### config.mk
export PLATFORM = sky130hd
export DESIGN_NAME = ddr_phase_tuner
export DESIGN_NICKNAME = d
export VERILOG_FILES = /design/src/rtl/ddr_phase_tuner.sv
export SDC_FILE = /design/constraint.sdc
export NUM_CORES = 1
export LEC_CHECK = 0
export ABC_CLOCK_PERIOD_IN_PS = 2500
export BUFFER_PORTS_ARGS = -buffer_cell sky130_fd_sc_hd__buf_2
export CORE_ASPECT_RATIO = 2
export CORE_MARGIN = 2
export CORE_UTILIZATION = 35
export CTS_BUF_LIST = sky130_fd_sc_hd__clkbuf_2
export DETAILED_ROUTE_END_ITERATION = 16
export SETUP_SLACK_MARGIN = 0.1
export SKIP_LAST_GASP = 1
export SLEW_MARGIN = 20
export SYNTH_ARGS = -nofsm -noshare
export SYNTH_HDL_FRONTEND = slang
export SYNTH_SLANG_ARGS = --single-unit
### constraint.sdc
create_clock -name clk -period 2.5 [get_ports clk]
set_input_delay 0.5 -clock clk [delete_from_list [all_inputs] [get_ports clk]]
set_output_delay 0.5 -clock clk [all_outputs]
set_load 0.02 [all_outputs]
### src/rtl/ddr_phase_tuner.sv
// Read-capture phase calibrator: sweeps PLL phase, scores each step, parks at the widest window's centre.
// Optional DDR_PHASE_WRAP_EN merges a window that wraps from the last phase back to phase 0.
module ddr_phase_tuner #(
  parameter int PHASE_BITS    = 4,
  parameter int SETTLE_CYCLES = 64,
  parameter int SAMPLE_CYCLES = 256,
  parameter int ERR_LIMIT     = 0
) (
  input  logic                  clk,
  input  logic                  rst,
  input  logic                  start,
  input  logic                  pll_locked,
  input  logic                  sample_valid,
  input  logic                  sample_ok,
  output logic [PHASE_BITS-1:0] psda,
  output logic [PHASE_BITS-1:0] dutyda,
  output logic                  busy,
  output logic                  done,
  output logic                  fail,
  output logic [PHASE_BITS-1:0] win_start,
  output logic [PHASE_BITS:0]   win_len
);

  localparam int STEPS   = 1 << PHASE_BITS;
  localparam int CNT_MAX = (SETTLE_CYCLES > SAMPLE_CYCLES) ? SETTLE_CYCLES : SAMPLE_CYCLES;
  localparam int CW      = (CNT_MAX > 1) ? $clog2(CNT_MAX) : 1;
  localparam int EW      = $clog2(ERR_LIMIT + 2);
  localparam int LW      = PHASE_BITS + 1;

  localparam logic [CW-1:0]         SETTLE_LOAD = CW'(SETTLE_CYCLES - 1);
  localparam logic [CW-1:0]         SAMPLE_LOAD = CW'(SAMPLE_CYCLES - 1);
  localparam logic [EW-1:0]         ERR_MAX     = EW'(ERR_LIMIT);
  localparam logic [EW-1:0]         ERR_SAT     = EW'(ERR_LIMIT + 1);
  localparam logic [PHASE_BITS-1:0] PHASE_LAST  = {PHASE_BITS{1'b1}};
  localparam logic [PHASE_BITS-1:0] HALF_TURN   = PHASE_BITS'(STEPS / 2);

  typedef enum logic [2:0] {IDLE, WAIT_LOCK, SETTLE, SAMPLE, NEXT, CENTER, DONE} state_t;

  state_t                state;
  logic [PHASE_BITS-1:0] phase;
  logic [PHASE_BITS-1:0] saved_psda;
  logic [CW-1:0]         cnt;
  logic [EW-1:0]         err;
  logic                  step_pass;
  logic [PHASE_BITS-1:0] cur_start;
  logic [LW-1:0]         cur_len;
  logic [PHASE_BITS-1:0] best_start;
  logic [LW-1:0]         best_len;
  logic [LW-1:0]         first_len;

  logic [EW-1:0]         err_next;
  logic [LW-1:0]         new_len;
  logic [PHASE_BITS-1:0] new_start;
  logic [PHASE_BITS-1:0] fin_start;
  logic [LW-1:0]         fin_len;
  logic [LW-1:0]         half_len;
  logic [PHASE_BITS-1:0] center_code;

  assign dutyda = psda + HALF_TURN;

  always_comb begin
    err_next  = err;
    if (sample_valid && !sample_ok && (err != ERR_SAT))
      err_next = err + 1'b1;
    new_len   = step_pass ? (cur_len + 1'b1) : '0;
    new_start = (cur_len == '0) ? phase : cur_start;
    fin_start = best_start;
    fin_len   = best_len;
`ifdef DDR_PHASE_WRAP_EN
    // A run still open at the last phase continues into the run that began at phase 0.
    if ((first_len != '0) && (cur_len != '0) && (cur_len != LW'(STEPS)) &&
        ((cur_len + first_len) > best_len)) begin
      fin_start = cur_start;
      fin_len   = cur_len + first_len;
    end
`endif
    half_len    = (fin_len - 1'b1) >> 1;
    center_code = fin_start + half_len[PHASE_BITS-1:0];
  end

  always_ff @(posedge clk or posedge rst) begin
    if (rst) begin
      state      <= IDLE;
      phase      <= '0;
      saved_psda <= '0;
      cnt        <= '0;
      err        <= '0;
      step_pass  <= 1'b0;
      cur_start  <= '0;
      cur_len    <= '0;
      best_start <= '0;
      best_len   <= '0;
      first_len  <= '0;
      psda       <= '0;
      busy       <= 1'b0;
      done       <= 1'b0;
      fail       <= 1'b0;
      win_start  <= '0;
      win_len    <= '0;
    end else begin
      case (state)
        IDLE: begin
          done <= 1'b0;
          if (start) begin
            saved_psda <= psda;
            phase      <= '0;
            psda       <= '0;
            cur_start  <= '0;
            cur_len    <= '0;
            best_start <= '0;
            best_len   <= '0;
            first_len  <= '0;
            fail       <= 1'b0;
            busy       <= 1'b1;
            state      <= WAIT_LOCK;
          end
        end
        WAIT_LOCK: begin
          psda <= phase;
          if (pll_locked) begin
            cnt   <= SETTLE_LOAD;
            state <= SETTLE;
          end
        end
        SETTLE: begin
          if (!pll_locked) begin
            state <= WAIT_LOCK;
          end else if (cnt == '0) begin
            cnt   <= SAMPLE_LOAD;
            err   <= '0;
            state <= SAMPLE;
          end else begin
            cnt <= cnt - 1'b1;
          end
        end
        SAMPLE: begin
          // Losing lock discards this step's partial score; the step restarts from WAIT_LOCK.
          if (!pll_locked) begin
            state <= WAIT_LOCK;
          end else begin
            err <= err_next;
            if (cnt == '0) begin
              step_pass <= (err_next <= ERR_MAX);
              state     <= NEXT;
            end else begin
              cnt <= cnt - 1'b1;
            end
          end
        end
        NEXT: begin
          cur_len <= new_len;
          if (step_pass)
            cur_start <= new_start;
          if (new_len > best_len) begin
            best_start <= new_start;
            best_len   <= new_len;
          end
          if (step_pass && (new_start == '0))
            first_len <= new_len;
          if (phase == PHASE_LAST) begin
            state <= CENTER;
          end else begin
            phase <= phase + 1'b1;
            psda  <= phase + 1'b1;
            cnt   <= SETTLE_LOAD;
            state <= SETTLE;
          end
        end
        CENTER: begin
          if (fin_len == '0) begin
            fail <= 1'b1;
            psda <= saved_psda;
          end else begin
            fail <= 1'b0;
            psda <= center_code;
          end
          win_start <= fin_start;
          win_len   <= fin_len;
          done      <= 1'b1;
          state     <= DONE;
        end
        DONE: begin
          done  <= 1'b0;
          busy  <= 1'b0;
          state <= IDLE;
        end
        default: state <= IDLE;
      endcase
    end
  end

endmodule

== Word-level counts from Yosys, hierarchy flattened ==
Index checks and enable logic that the tools add are counted.

* Flip-flop bits (word level): 55
* Input port bits: 6
* Output and inout bits: 20
* Word-level logic and storage cells: 112

* $add $sub $neg: 7
* $lt $le $gt $ge: 2
* Equal/unequal tests: 18
* Mux-type cells: 41
* Bitwise gates (word level): 1
* Reductions and logical operators: 27

{| class="wikitable"
|+ Operators with widths
! kind !! count
|-
| $mux W8 || 6
|-
| $pmux W8 S4 || 1
|-
| $mux W4 || 6
|-
| $pmux W4 S2 || 3
|-
| $mux W3 || 7
|-
| $pmux W5 S2 || 2
|-
| $ne A2 B2 Y1 const B || 9
|-
| $pmux W3 S6 || 1
|-
| $pmux W4 S4 || 1
|-
| $mux W5 || 3
|-
| $reduce_and A3 Y1 || 5
|-
| $logic_not A5 Y1 || 2
|-
| $reduce_bool A2 Y1 || 5
|-
| $eq A3 B3 Y1 const B || 3
|-
| $logic_not A8 Y1 || 1
|-
| $pmux W1 S2 || 4
|-
| $reduce_and A2 Y1 || 4
|-
| $reduce_and A4 Y1 || 2
|-
| $reduce_bool A4 Y1 || 2
|-
| $sub A8 B1 Y8 const B || 1
|-
| $mux W1 || 7
|-
| $eq A3 B2 Y1 const B || 2
|-
| $ne A3 B3 Y1 const B || 2
|-
| $reduce_and A6 Y1 || 1
|-
| other kinds (15) || 16
|}

== Logic depth before layout (Yosys ltp) ==
* Depth in word-level cells: 6
* Depth in mapped cells: 10
* Depth with buffers taken out: 10

== Worst setup path after synthesis ==
OpenSTA, ideal clock, no wires.

* Kind: register -> register
* Start point: register cur_len[0]
* End point: register best_len[0]
* Setup time: 0.125 ns
* Arrival: 2.107 ns
* Data required time: 2.375 ns
* Setup slack: 0.268 ns
* Stages on the path, launching flop included: 11
* Buffers on the path: 0
* Period minus slack after synthesis: 2.232 ns
* Cell sequence: dfrtp_1 > ha_1 > nand3_1 > xor2_1 > nor2b_1 > ha_1 > nand3_1 > o221ai_2 > a21oi_2 > nor2_2 > mux2_2

* Word-level cells in the longest chain between the ends: 5
* Elaborated cells between the ends (all ways): 7
* Those cells by class: add/sub (1); order compare (1); eq/ne (1); mux (3); reduce/logical (1)

{| class="wikitable"
|+ Ends and longest elaborated chain
! what !! RTL line !! text
|-
| from (decl) || 46 || <nowiki>logic [LW-1:0] cur_len;</nowiki>
|-
| from (signal assigned) || 151 || <nowiki>cur_len <= new_len;</nowiki>
|-
| $add A5 B1 Y5 * || 65 || <nowiki>new_len = step_pass ? (cur_len + 1'b1) : '0;</nowiki>
|-
| $mux W5 * || 65 ||
|-
| $gt A5 B5 Y1 || 154 || <nowiki>if (new_len > best_len) begin</nowiki>
|-
| $ne A2 B2 Y1 (no source line) || -- ||
|-
| $reduce_and A3 Y1 (no source line) || -- ||
|-
| to (signal assigned) || 156 || <nowiki>best_len <= new_len;</nowiki>
|-
| to (decl) || 48 || <nowiki>logic [LW-1:0] best_len;</nowiki>
|}

Every way passes the cells marked *; elsewhere a longest branch is shown, timed or not. The select of a mux whose other input is x is not followed.
A chain may end at the register's enable or synchronous reset.

== Final worst setup path ==
* Start point: register cur_len[0]
* End point: register best_start[2]

* Word-level cells in the longest chain between the ends: 5
* Elaborated cells between the ends (all ways): 9
* Those cells by class: add/sub (1); order compare (1); eq/ne (1); mux (4); reduce/logical (2)

{| class="wikitable"
|+ Ends and longest elaborated chain
! what !! RTL line !! text
|-
| $add A5 B1 Y5 || 65 ||
|-
| $mux W5 || 65 ||
|-
| $gt A5 B5 Y1 || 154 ||
|-
| $ne A2 B2 Y1 (no source line) || -- ||
|-
| $reduce_and A3 Y1 (no source line) || -- ||
|-
| to (signal assigned) || 155 || <nowiki>best_start <= new_start;</nowiki>
|-
| to (decl) || 47 || <nowiki>logic [PHASE_BITS-1:0] best_start;</nowiki>
|}

Parallel ways exist; a longest one is shown, timed or not. The select of a mux whose other input is x is not followed.

==> summary.md <==
| Metric | Value |
|---|---|
| Initial DRC count | 110 |
| Pwr dens | about 660 mW/mm2 |
| Fillcell total | 912 |
| RSZ-0062 raised after global routing | yes |
| Register area share after synthesis | 44.1% |
| Antenna viol nets, final | 0 |
| Syn nets | 339 |
| Register area | between 0.001 and 0.0015 mm2 |
| P&R area growth vs syn | 9.83% |
| Sink Count | 55 |
| Asr flop ratio synth | between 90% and 100% |
| CTS Buf Count | 5 |
| Fin. max-slew vios | 0 |
| TritonRoute pass-1 iters | 4 |
| Largest area contributor in the netlist | dfrtp_1 |
| Unique cell type count in the Yosys netlist | 53 |
| Crit path max-delay family | adder cells |
| XOR/XNOR Fraction of Synth Area | 2.81% |
| Insertion delay to the later sink of the worst-skew pair | about 0.46 ns |
| Diodes inserted | 0 |
| Clock root buffer | clkbuf_2 |
| I/O Pins | 26 |
| Post-Route WL | roughly 6700 um |
| Cells after Synth | about 320 |
| Core Area | about 0.0086 mm2 |
| Crit path time final | between 2 and 2.5 ns |
| Placer Congestion | roughly 0.79 |
| Most frequent cell after synthesis | dfrtp_1 |
| Layout Utilization | between 30% and 40% |
| CTS tree | yes |
| Largest family of logic cells by synthesized area | compound AO/OA/AOI/OAI gates |
| DR WL/cell | approximately 15 um |
| Critical Path AT | around 2.7 ns |
| Max cap viols | 0 |
| Adder-cell share of the synthesized area | between 5 and 6% |
| Crit path cell chain | inv_1, ha_1, and2_1, ha_1, nor2b_1, o21bai_1, a21oi_2, nor2_2, buf_6, mux2_2 |
| Initial antenna violation count | 0 |
| Most frequently used flop master after synthesis | dfrtp_1 |
| Outcome | complete, no violations |
| Leakage | between 0.0015 and 0.002 uW |
| Worst min path class | primary input to flop |
| Crit path max-delay cell type | dfrtp_1 |
| Reg clk slew, reported paths | ~0.24 ns |
| #FFs+latches synth | 55 |
| Via count | between 2000 and 2500 |
| Tcrit/Tclk final | 91.3% |
| Vias in the first global route | between 2000 and 2500 |
| Leading post-synthesis cells by cell area | dfrtp_1 (44%), mux2_2 (5.8%), ha_1 (5.2%) |
| Post-synthesis mux area share | a little over 7% |
| Share of cells above drive strength 1 | between 20% and 30% |
| Setup violators final | 0 |
| Synth top area share | 44.1% |
| First-pass GRT wire length | about 11000 um |
| Max stage delay on crit path | ~0.45 ns |
| Final TNS setup | 0 ns |
| Syn Std Cell Area | 0.00312 mm2 |
| H-tree depth | 2 |
| Crit-path max FO | 9 |
| Die area | 0.00973 mm2 |
| Synth Area in Simple Gates | 17.5% |
| # rows | 48 |
| Final Hold Fails | 0 |
| Setup crit end kind | flop |
| Mean Syn Cell Area | a little under 10 um2 |
| Compound-Gate Fraction of Synth Area | between 10% and 20% |
| Layout net count | between 300 and 400 |
| Clock skew | between 0.015 and 0.02 ns |
| DR DRC count | 0 |
| Post-Place Setup Slack | 0.213 ns |
| Multi-input gate area | 0.00160 mm2 |
| Fmax | about 440 MHz |
| Buffers and inverters on the worst path | 2 |
| Most common cell on crit path | ha_1 |
| Die width | approximately 71 um |
| Post-synth top cells | dfrtp_1 (55), nand2_1 (33), o21ai_0 (26) |
| Die Height | 137 um |
| Initial Utilization | between 30% and 40% |
| Largest net degree at the start of global routing | 56 |
| Remaining global-route overflow | 0 |
| Power, Total | 2250 uW |
| Number of flops mapped to enable cells by yosys | 0 |
| Peak supply drop | slightly above 300 uV |
| Vias per std cell | approximately 5.3 |
| Max-slew headroom | between 60 and 70% |
| IO buf count | 25 |
| GRT Total Usage | between 10% and 20% |
| WS Path Type | flop to flop |
| Worst Tran Pin Value | between 0.5 and 0.6 ns |
| YS warnings | 0 |
| Post-route setup slack | 0.217 ns |
| Data required time of the worst path | approximately 2.9 ns |
| DPL Wire Length | approximately 5100 um |
| CP startpoint kind | flop |
| CTS Buffer Depth | 2 |
[worst reg2reg max path, delay by kind of cell, from the launching register on]
family | cells | cell delay, ns
AO/OA/AOI/OAI | 2 | 0.23
adder cells (fa/ha/maj) | 2 | 0.56
buffers and inverters | 2 | 0.22
flip-flops | 1 | 0.45
multiplexers | 1 | 0.34
AND/OR/NAND/NOR | 3 | 0.40
[power by group]
| group | internal, uW | switching, uW |
|---|---|---|
| registers | 985 | 132 |
| clock network | 62.8 | 269 |
| logic | 309 | 492 |
| total | 1360 | 893 |
[metrics by stage]
| step | std cells | hold slack [ns] | cell area (um2) |
|---|---|---|---|
| 5_1_grt | 446 | 0.301 | 3420 |
| 2_1_floorplan | 319 | 0.456 | 3120 |
| 6_report | 446 | 0.327 | 3420 |
| 4_1_cts | 445 | 0.0114 | 3410 |
| 3_5_place_dp | 439 | 0.465 | 3380 |
| 3_3_place_gp | 439 | 0.456 | 3380 |
[final cells by class]
type	instances	share of cell area, %
tap	100	3.65
clock buffer	6	0.877
inverter	21	2.30
sequential	55	40.2
multi-input combinational	229	46.6
timing repair buffer	35	6.39
[metal layers]
layer  GRT usage, %  routed length [um]  vias to the layer above
met2           27.5                3730                       41
met4           6.71                 175                        0
li1               -                   -                     1179
met1           15.8                2570                     1131
met5              0                   0                        -
met3           2.56                 188                       13
[cells by family after synthesis]
| logic type | Yosys count |
|---|---|
| AO/OA/AOI/OAI | 84 |
| flip-flops | 55 |
| buffers and inverters | 35 |
| multiplexers | 20 |
| XOR/XNOR | 10 |
| AND/OR/NAND/NOR | 101 |
| adder cells (fa/ha/maj) | 14 |
[worst paths after layout]
path                       cells after the start            end  slack [ns]       start
max                                           10  best_start[2]        0.22  cur_len[0]
max reg2reg                                   10  best_start[2]        0.22  cur_len[0]
min reg2reg                                    2     win_len[2]        0.51  win_len[2]
max in group asynchronous                      4  best_start[2]        1.66         rst
min in group asynchronous                      4         cnt[7]        0.58         rst
min                                            4            err        0.33   sample_ok
[state kept, by name (all words and copies together), names as in the netlist]
register,flops
cnt,8
best_len,5
cur_len,5
win_len,5
best_start,4
cur_start,4
phase,4
psda,4
saved_psda,4
win_start,4
state,3
busy,1
done,1
err,1
fail,1
step_pass,1
[repair_timing]
| item | CTS | global route |
|---|---|---|
| hold endpoints to repair | 0 | 10 |
| hold buffers | 0 | 1 |
| setup endpoints to repair | 0 | 10 |
| gates resized for setup | 0 | 2 |
| buffers inserted | 0 | 0 |
[cells in the final DEF, fill, tap and decap left out, types with 5 or more instances in the layout]
cell      count
clkbuf_2      6
xor2_1        5
inv_1        20
a21oi_1      19
nand3_1      11
buf_4         7
a21o_1        6
buf_2        25
nor2_1       13
o21ai_0      26
and2_1        6
mux2_2       16
dfrtp_1      55
nor2b_1       7
ha_1         13
nand2_1      33
a31oi_1       6
xnor2_1       5
Power figures use the tool's default switching activity.
